### config.mk
export PLATFORM = sky130hd
export DESIGN_NAME = aos_sr_app_guard
export DESIGN_NICKNAME = d
export VERILOG_FILES = /design/src/rtl/aos_sr_app_guard.sv
export SDC_FILE = /design/constraint.sdc
export NUM_CORES = 1
export LEC_CHECK = 0
export CELL_PAD_IN_SITES_DETAIL_PLACEMENT = 1
export CELL_PAD_IN_SITES_GLOBAL_PLACEMENT = 1
export CORE_ASPECT_RATIO = 1.5
export CORE_UTILIZATION = 25
export DETAILED_ROUTE_END_ITERATION = 7
export PLACE_DENSITY = 0.66
export SYNTH_ARGS = -nofsm -noshare
export SYNTH_HDL_FRONTEND = slang
export SYNTH_SLANG_ARGS = --single-unit
### constraint.sdc
create_clock -name clk -period 4.99 [get_ports clk]
set_input_delay 0.499 -clock clk [delete_from_list [all_inputs] [get_ports clk]]
set_output_delay 0.499 -clock clk [all_outputs]
set_load 0.05 [all_outputs]
### src/rtl/aos_sr_app_guard.sv
// Per-app SoftReg guard: forwards requests and guarantees exactly one response per accepted read.
// Substitutes a synthetic response when the app is disabled or times out, and drops late app responses.
package aos_sr_pkg;
  typedef struct packed {
    logic        valid;
    logic        isWrite;
    logic [31:0] addr;
    logic [63:0] data;
  } SoftRegReq;

  typedef struct packed {
    logic        valid;
    logic [63:0] data;
  } SoftRegResp;
endpackage

module aos_sr_app_guard
  import aos_sr_pkg::*;
#(
  parameter int          MAX_OUTSTANDING = 4,
  parameter int          TIMEOUT_CYCLES  = 1024,
  parameter logic [63:0] TIMEOUT_DATA    = 64'hDEAD_DEAD_DEAD_DEAD,
  parameter logic [63:0] DISABLED_DATA   = 64'hD15A_B1ED_D15A_B1ED,
  parameter int          CNT_WIDTH       = 16
) (
  input  logic                 clk,
  input  logic                 rst,
  input  logic                 app_enable,
  input  SoftRegReq            sr_req_in,
  output SoftRegReq            sr_req_to_app,
  input  SoftRegResp           sr_resp_from_app,
  output SoftRegResp           sr_resp_out,
  output logic [CNT_WIDTH-1:0] timeout_count,
  output logic [CNT_WIDTH-1:0] spurious_count,
  output logic                 overflow_err,
  output logic                 busy
);
  localparam int PW = $clog2(MAX_OUTSTANDING);
  localparam int TW = $clog2(TIMEOUT_CYCLES);

  logic [MAX_OUTSTANDING-1:0] fwd_q, fwd_d;
  logic [PW-1:0]              rd_ptr_q, rd_ptr_d, wr_ptr_q, wr_ptr_d;
  logic [PW:0]                count_q, count_d, nfwd0_q, nfwd0_d;
  logic [MAX_OUTSTANDING-1:0] stale_q, stale_d;
  logic [TW-1:0]              timer_q, timer_d;
  logic [CNT_WIDTH-1:0]       tmo_cnt_q, tmo_cnt_d, spur_cnt_q, spur_cnt_d;
  logic                       ovf_q, ovf_d;
  SoftRegReq                  req_q, req_d;
  SoftRegResp                 resp_q, resp_d;

  logic head_fwd, q_empty, q_full, app_v, stale_drop, fwd_resp, spur;
  logic synth_dis, synth_tmo, pop, stale_inc, rd_req, wr_fwd, push, push_fwd;

  always_comb begin
    head_fwd   = fwd_q[rd_ptr_q];
    q_empty    = (count_q == '0);
    q_full     = (count_q == (PW+1)'(MAX_OUTSTANDING));
    app_v      = sr_resp_from_app.valid;
    stale_drop = app_v && (stale_q != '0);
    fwd_resp   = app_v && !stale_drop && !q_empty && head_fwd;
    spur       = app_v && !stale_drop && !fwd_resp;
    // Disabled takes precedence over timeout when both would apply.
    synth_dis  = !fwd_resp && !q_empty && (!head_fwd || !app_enable);
    synth_tmo  = !fwd_resp && !q_empty && head_fwd && app_enable &&
                 (timer_q == TW'(TIMEOUT_CYCLES - 1));
    pop        = fwd_resp || synth_dis || synth_tmo;
    stale_inc  = (synth_dis && head_fwd) || synth_tmo;

    rd_req   = sr_req_in.valid && !sr_req_in.isWrite;
    wr_fwd   = sr_req_in.valid && sr_req_in.isWrite && app_enable;
    push     = rd_req && !(q_full && !pop);
    // A forwarded read must never overtake a pending unforwarded one.
    push_fwd = app_enable && (nfwd0_q == '0);

    fwd_d = fwd_q;
    if (push) fwd_d[wr_ptr_q] = push_fwd;
    wr_ptr_d = wr_ptr_q + PW'(push);
    rd_ptr_d = rd_ptr_q + PW'(pop);
    count_d  = count_q + (PW+1)'(push) - (PW+1)'(pop);
    nfwd0_d  = nfwd0_q + (PW+1)'(push && !push_fwd) - (PW+1)'(pop && !head_fwd);

    stale_d = stale_q;
    if (stale_inc && !stale_drop && !(&stale_q)) stale_d = stale_q + MAX_OUTSTANDING'(1);
    else if (stale_drop && !stale_inc)           stale_d = stale_q - MAX_OUTSTANDING'(1);

    timer_d = timer_q;
    if (pop || q_empty)            timer_d = '0;
    else if (head_fwd && app_enable) timer_d = timer_q + TW'(1);

    tmo_cnt_d  = (synth_tmo && !(&tmo_cnt_q)) ? tmo_cnt_q + CNT_WIDTH'(1) : tmo_cnt_q;
    spur_cnt_d = (spur && !(&spur_cnt_q)) ? spur_cnt_q + CNT_WIDTH'(1) : spur_cnt_q;
    ovf_d      = ovf_q || (rd_req && !push);

    req_d = '0;
    if (wr_fwd || (push && push_fwd)) req_d = sr_req_in;

    resp_d = '0;
    resp_d.valid = pop;
    if (fwd_resp)       resp_d.data = sr_resp_from_app.data;
    else if (synth_dis) resp_d.data = DISABLED_DATA;
    else if (synth_tmo) resp_d.data = TIMEOUT_DATA;
  end

  always_ff @(posedge clk) begin
    if (rst) begin
      fwd_q      <= '0;
      rd_ptr_q   <= '0;
      wr_ptr_q   <= '0;
      count_q    <= '0;
      nfwd0_q    <= '0;
      stale_q    <= '0;
      timer_q    <= '0;
      tmo_cnt_q  <= '0;
      spur_cnt_q <= '0;
      ovf_q      <= 1'b0;
      req_q      <= '0;
      resp_q     <= '0;
    end else begin
      fwd_q      <= fwd_d;
      rd_ptr_q   <= rd_ptr_d;
      wr_ptr_q   <= wr_ptr_d;
      count_q    <= count_d;
      nfwd0_q    <= nfwd0_d;
      stale_q    <= stale_d;
      timer_q    <= timer_d;
      tmo_cnt_q  <= tmo_cnt_d;
      spur_cnt_q <= spur_cnt_d;
      ovf_q      <= ovf_d;
      req_q      <= req_d;
      resp_q     <= resp_d;
    end
  end

  assign sr_req_to_app  = req_q;
  assign sr_resp_out    = resp_q;
  assign timeout_count  = tmo_cnt_q;
  assign spurious_count = spur_cnt_q;
  assign overflow_err   = ovf_q;
  assign busy           = (count_q != '0);
endmodule

# Yosys cells after proc, flatten, opt, wreduce, memory -nomap -nowiden

Cells that the tools add are included.

Bits of input ports: 166
Flip-flop bits (word level): 224
Logic and storage cells: 102
Memories kept: 0
Output and inout bits: 197
Bits in writable memories: 0
Bits in read-only memories: 0
Latch bits: 0

$add $sub $neg: 11
Multiplexer cells: 10
Bitwise logic cells: 1
Div/mod/pow operators: 0
Magnitude comparators: 3
Equality and inequality tests: 2
Multipliers: 0
Reductions and logical operators: 59
Shifts and indexed selects: 0

Operator list:

| cell                                                                  | count |
|---|---|
| 64-bit two-way mux                                                    | 3 |
| 16-bit by 1-bit adder with 16-bit output (second input constant)      | 2 |
| 16-bit AND reduction                                                  | 2 |
| 1-bit logical AND                                                     | 28 |
| 1-bit zero test                                                       | 14 |
| 10-bit by 1-bit adder with 10-bit output (second input constant)      | 1 |
| 10-bit == test (second input constant)                                | 1 |
| 4-bit two-way mux                                                     | 2 |
| 1-bit logical OR                                                      | 7 |
| 3-bit by 1-bit adder with 3-bit output                                | 2 |
| 3-bit zero test                                                       | 2 |
| 2-bit by 3-bit < comparator with 1-bit output (second input constant) | 2 |
| 3-bit by 1-bit subtractor with 3-bit output                           | 2 |
| 2-bit by 1-bit adder with 2-bit output                                | 2 |
| 4-bit by 1-bit adder with 4-bit output (second input constant)        | 1 |
| 4-bit bitwise mux                                                     | 1 |
| 4-bit AND reduction                                                   | 1 |
| 4-bit nonzero test                                                    | 1 |
| 2-bit OR reduction                                                    | 2 |
| 4-bit by 1-bit subtractor with 4-bit output (second input constant)   | 1 |
| 3-bit == test (second input constant)                                 | 1 |
| 3-bit nonzero test                                                    | 1 |
| 1-bit binary-select mux with 2-bit select                             | 1 |
| 1-bit demux with 2-bit select                                         | 1 |
| other kinds (4)                                                       | 5 |

# Depth between registers and ports, before layout

Depth in word-level cells: 20
Depth in mapped cells: 13
Mapped depth without buffers: 13

# Worst setup path before layout

No wires, ideal clock.

Path type: reg-to-reg
Start: reg count_q[1]
End: reg stale_q[3]
Library setup time: 121 ps
Clock period less this slack: 2,838 ps
Data required time: 4,869 ps
Buffers on the path: 0
Setup slack: 2,152 ps
Arrival: 2,717 ps
Stages on the path, launching flop included: 10
Cells stage by stage: dfxtp_1 > nor3_2 > inv_1 > and2_1 > nand4_1 > ha_1 > a21o_1 > a21oi_1 > mux2i_1 > mux2_2

Cells in the longest elaborated chain, start to end: 13
Elaborated cells between the ends (all ways): 18
Classes of those cells: mux: 1; reduce/logical: 17

Ends and longest elaborated chain:

| element                                                 | line       | text |
|---|---|---|
| start: declaration                                      | 43         | `logic [PW:0] count_q, count_d, nfwd0_q, nfwd0_d;` |
| start signal: assignment                                | 122        | `count_q <= count_d;` |
| 3-bit zero test *                                       | 56         | `q_empty = (count_q == '0);` |
| 1-bit zero test *                                       | 60, 63, 64 |  |
| 1-bit logical AND (2 in a row)                          | 60         | `fwd_resp = app_v && !stale_drop && !q_empty && head_fwd;` |
| 1-bit zero test                                         | 63, 64     |  |
| 1-bit logical AND *                                     | 63, 64     |  |
| 1-bit logical AND (3 in a row)                          | 64         | `synth_tmo = !fwd_resp && !q_empty && head_fwd && app_enable &&` |
| 1-bit logical OR *                                      | 67         | `stale_inc = (synth_dis && head_fwd) \|\| synth_tmo;` |
| 1-bit logical AND or 1-bit zero test (tied branches)    | 83, 84     |  |
| 1-bit logical AND (on tied branches)                    | 83, 84     |  |
| 4-bit two-way mux or 2-bit nonzero test (tied branches) | -          |  |
| end signal: assignment                                  | 124        | `stale_q <= stale_d;` |
| end: declaration                                        | 44         | `logic [MAX_OUTSTANDING-1:0] stale_q, stale_d;` |

Every way passes the cells marked *; elsewhere a longest branch is shown, timed or not.
A chain may end at the register's enable or synchronous reset.

# Worst setup path after layout

Start: reg stale_q[0]
End: reg nfwd0_q[2]

Cells in the longest elaborated chain, start to end: 19
Elaborated cells between the ends (all ways): 22
Classes of those cells: add/sub: 2; reduce/logical: 20

Ends and longest elaborated chain:

| element                                       | line   | text |
|---|---|---|
| 4-bit nonzero test *                          | 59     | `stale_drop = app_v && (stale_q != '0);` |
| 1-bit logical AND *                           | 59     |  |
| 1-bit zero test *                             | 60     |  |
| 1-bit logical AND * (3 in a row)              | 60     |  |
| 1-bit zero test                               | 63, 64 |  |
| 1-bit logical AND                             | 63, 64 |  |
| 1-bit logical AND (3 in a row)                | 64     |  |
| 1-bit logical OR *                            | 66     | `pop = fwd_resp \|\| synth_dis \|\| synth_tmo;` |
| 1-bit zero test                               | 71     | `push = rd_req && !(q_full && !pop);` |
| 1-bit logical AND                             | 71     |  |
| 1-bit zero test                               | 71     |  |
| 1-bit logical AND                             | 71     |  |
| 1-bit logical AND                             | 80     | `nfwd0_d = nfwd0_q + (PW+1)'(push && !push_fwd) - (PW+1)'(pop && !head_fwd);` |
| 3-bit by 1-bit adder with 3-bit output        | 80     |  |
| 3-bit by 1-bit subtractor with 3-bit output * | 80     |  |
| end signal: assignment                        | 123    | `nfwd0_q <= nfwd0_d;` |
| end: declaration                              | 43     |  |

Marked as above.

==> results.json <==
{
  "status": "finished clean",
  "cts-hold-fix-buffers": 0,
  "grt_usage_pct": 16.44,
  "drv_slew": 0,
  "yosys.area.top_type": "dfxtp_1",
  "leakagePower_nw": 4.926,
  "root_buffer": "clkbuf_16",
  "drtPass1Iterations": 4,
  "die_x_um": 144.7,
  "crit_required_ps": 5390,
  "cts_inserted_buffers": 24,
  "end_kind": "register",
  "ys_warn_count": 0,
  "skew_ps": 7.887,
  "antenna_found_initial": 1,
  "synth_cells": 711,
  "rsz0062_at_grt": "false",
  "wl_per_cell_um": 17.40,
  "ys_seq_elements": 224,
  "synthTopCellsByArea": "dfxtp_1 (59%), and2_1 (8.5%), a21o_1 (3.7%)",
  "fin_crit_sh_pct": 63.42,
  "drive_above_1_share_pct": 6.440,
  "synthToLayoutAreaGrowth_pct": 64.68,
  "hp-class": "in -> reg",
  "crit_slowest_cell": "or4_4",
  "synthesis.area_um2": 7634,
  "final_antenna_net_count": 0,
  "hpwl_um": 19310,
  "start_util_pct": 25.31,
  "viasPerCell": 4.356,
  "ys_types": 57,
  "placementRows": 78,
  "peakVddDrop_v": 0.0002503,
  "slowest_delay_ps": 570,
  "place_ws_ps": 1639,
  "ios": 363,
  "core_area_um2": 30160,
  "syn_area_per_cell_um2": 10.74,
  "cts_setup_buffers": 0,
  "worstPathMaxFanout": 9,
  "wl_um": 25890,
  "max_freq_mhz": 316.0,
  "dieHeight_um": 216.0,
  "clockBufferDepth": 3,
  "clock_latency_ps": 520,
  "crit_type": "reg -> reg",
  "dieArea_um2": 31250,
  "finalSetupTns_ps": 0,
  "cts_sinks": 224,
  "crit_path_start": "stale_q[0]$_SDFFE_PP0P_",
  "cts_resized": 0,
  "clkTransAtPathRegs_ps": 70,
  "synth_top_area_share_pct": 58.74,
  "start_kind": "register",
  "h-tree-depth": 1,
  "globalplace.congestion": 0.7284,
  "r2r_setup_slack_ps": 1830,
  "layout.nets": 1249,
  "synth_nets": 891,
  "dr.first_iter.drc_count": 176,
  "grt_start_max_net_pins": 58,
  "ys.flop_type": "dfxtp_1",
  "hold_violations": 0,
  "cts_tree": "done",
  "period_needed_ps": 3165,
  "overflow": 0,
  "first_global_vias": 6754,
  "worstPathArrival_ps": 3560,
  "setup_viol": 0,
  "path_cells": "or4_4 > o211ai_2 > o21ai_1 > inv_1 > nand2_1 > ha_1 > inv_1 > ha_1 > fa_1 > xnor2_1 > xnor2_1 > nor2_1",
  "vias": 6481,
  "pwr_density_cell_nw_per_um2": 449.0,
  "drc_errors": 0,
  "timing.rr.end": "nfwd0_q[2]$_SDFF_PP0_",
  "endpoint": "nfwd0_q[2]$_SDFF_PP0_",
  "synth_edf_count": 0,
  "r2r-start": "stale_q[0]$_SDFFE_PP0P_",
  "ys_seq_area_share_pct": 58.74,
  "r2r_cells": 12,
  "fillerInstances": 3325,
  "grt_pass1_wl_um": 38680,
  "worstMarginPinSlew_ps": 1169,
  "placement.io_buffers": 362,
  "setup_ws_ps": 1825,
  "synthArstFlopShare_pct": 0,
  "max-slew-margin-rel_pct": 21.98,
  "cap_violations": 0
}
## logic make-up (layout without fill, tap and decap cells)
family                   count (synthesis)  in the layout  synth area share, %
AND/OR/NAND/NOR                        271            271                20.60
flip-flops                             224            224                58.74
AO/OA/AOI/OAI                          109            109                10.10
buffers and inverters                   51            427                2.705
XOR/XNOR                                29             29                3.327
adder cells (fa/ha/maj)                 14             14                2.590
multiplexers                            13             13                1.934
other                                    0              1                    0
## synth_stat cells (all sizes together), types with 2 or more instances
master / instances
o21ai: 11
nand2b: 6
ha: 11
a21o: 38
a211o: 2
or3: 10
a211oi: 2
nor2: 49
or4: 8
xor2: 14
o21a: 22
and3: 4
a21oi: 16
fa: 3
o2111ai: 2
mux2: 4
nor2b: 11
nand4: 15
o211ai: 5
clkbuf: 31
mux2i: 8
nor3b: 3
dfxtp: 224
nand2: 14
buf: 4
nor4: 8
and4: 4
or4b: 2
or2: 2
xnor2: 15
inv: 16
o31ai: 6
nor3: 10
and2: 105
nand3: 17
nand4b: 2
## registers in the layout (all words and copies together) (netlist names)
register        flops
sr_req_to_app      98
sr_resp_out        65
spurious_count     16
timeout_count      16
timer_q            10
fwd_q               4
stale_q             4
count_q             3
nfwd0_q             3
rd_ptr_q            2
wr_ptr_q            2
overflow_err        1
## how the worst min path moves through the flow
stage | depth (start not counted) | startpoint | end | slack, ps
2_1_floorplan | 2 | fwd_q[2]$_SDFFE_PP0P_ | fwd_q[2]$_SDFFE_PP0P_ | 450
3_3_place_gp | 2 | fwd_q[2]$_SDFFE_PP0P_ | fwd_q[2]$_SDFFE_PP0P_ | 460
3_5_place_dp | 2 | fwd_q[1]$_SDFFE_PP0P_ | fwd_q[1]$_SDFFE_PP0P_ | 470
4_1_cts | 2 | rst | wr_ptr_q[1]$_SDFF_PP0_ | 390
5_1_grt | 2 | rst | rd_ptr_q[1]$_SDFF_PP0_ | 410
6_report | 2 | rst | overflow_err$_SDFF_PP0_ | 410
## per-stage QoR
step / area (um2) / hold slack [ps] / cells / utilization [%] / total power [mW]
floorplan: 7634 / 445.8 / 711 / - / 3.101
global placement: 11680 / 457.9 / 1443 / 38.73 / 3.678
detailed placement: 11680 / 472.3 / 1443 / 38.73 / 3.701
CTS: 12570 / 391.9 / 1487 / 41.68 / 5.740
global route: 12570 / 412.9 / 1488 / 41.69 / 5.896
finish: 12570 / 410.3 / 1488 / 41.69 / 5.644
## metal layers
| layer | vias up | GRT usage [%] | part of all wire (%) |
|---|---|---|---|
| met2 | 232 | 29.42 | 52 |
| met3 | 44 | 6.079 | 8.6 |
| met5 | - | 0 | 0 |
| met1 | 3080 | 16.97 | 36 |
| li1 | 3125 | - | - |
| met4 | 0 | 6.561 | 2.9 |
## layout by cell type (no fill, tap or decap), types with 11 or more instances in the layout
cell type	instances
clkbuf_16	25
inv_1	16
nand4_1	14
o21a_1	22
clkdlybuf4s50_1	361
a21oi_1	15
a21o_1	38
nor2_1	47
ha_1	11
dfxtp_1	224
xor2_1	14
and2_1	104
nand2_1	14
nor2b_1	11
nand3_1	17
xnor2_1	15
## where the power goes
group          switching (mW)  internal, mW
logic                   0.942         0.624
registers              0.0962          1.98
clock network           0.758          1.24
## area by class of cell
cell class / instances / area, um2 / area share (%)
Sequential cell: 224 / 4484 / 35.67
Timing Repair Buffer: 367 / 3656 / 29.08
Clock buffer: 36 / 747.0 / 5.942
Antenna cell: 1 / 2.502 / 0.01991
Tap cell: 400 / 500.5 / 3.981
Multi-Input combinational cell: 436 / 2978 / 23.69
Clock inverter: 8 / 142.6 / 1.135
Inverter: 16 / 60.06 / 0.4778
## critical path, delay by kind of cell (launching register included)
family,cells,cell delay (ps)
compound gates,2,630
buf+inv,2,190
xor+xnor,2,330
flops,1,380
fa+ha+maj,3,840
simple gates,3,680
Note: power is estimated with default switching activity, not from simulation.
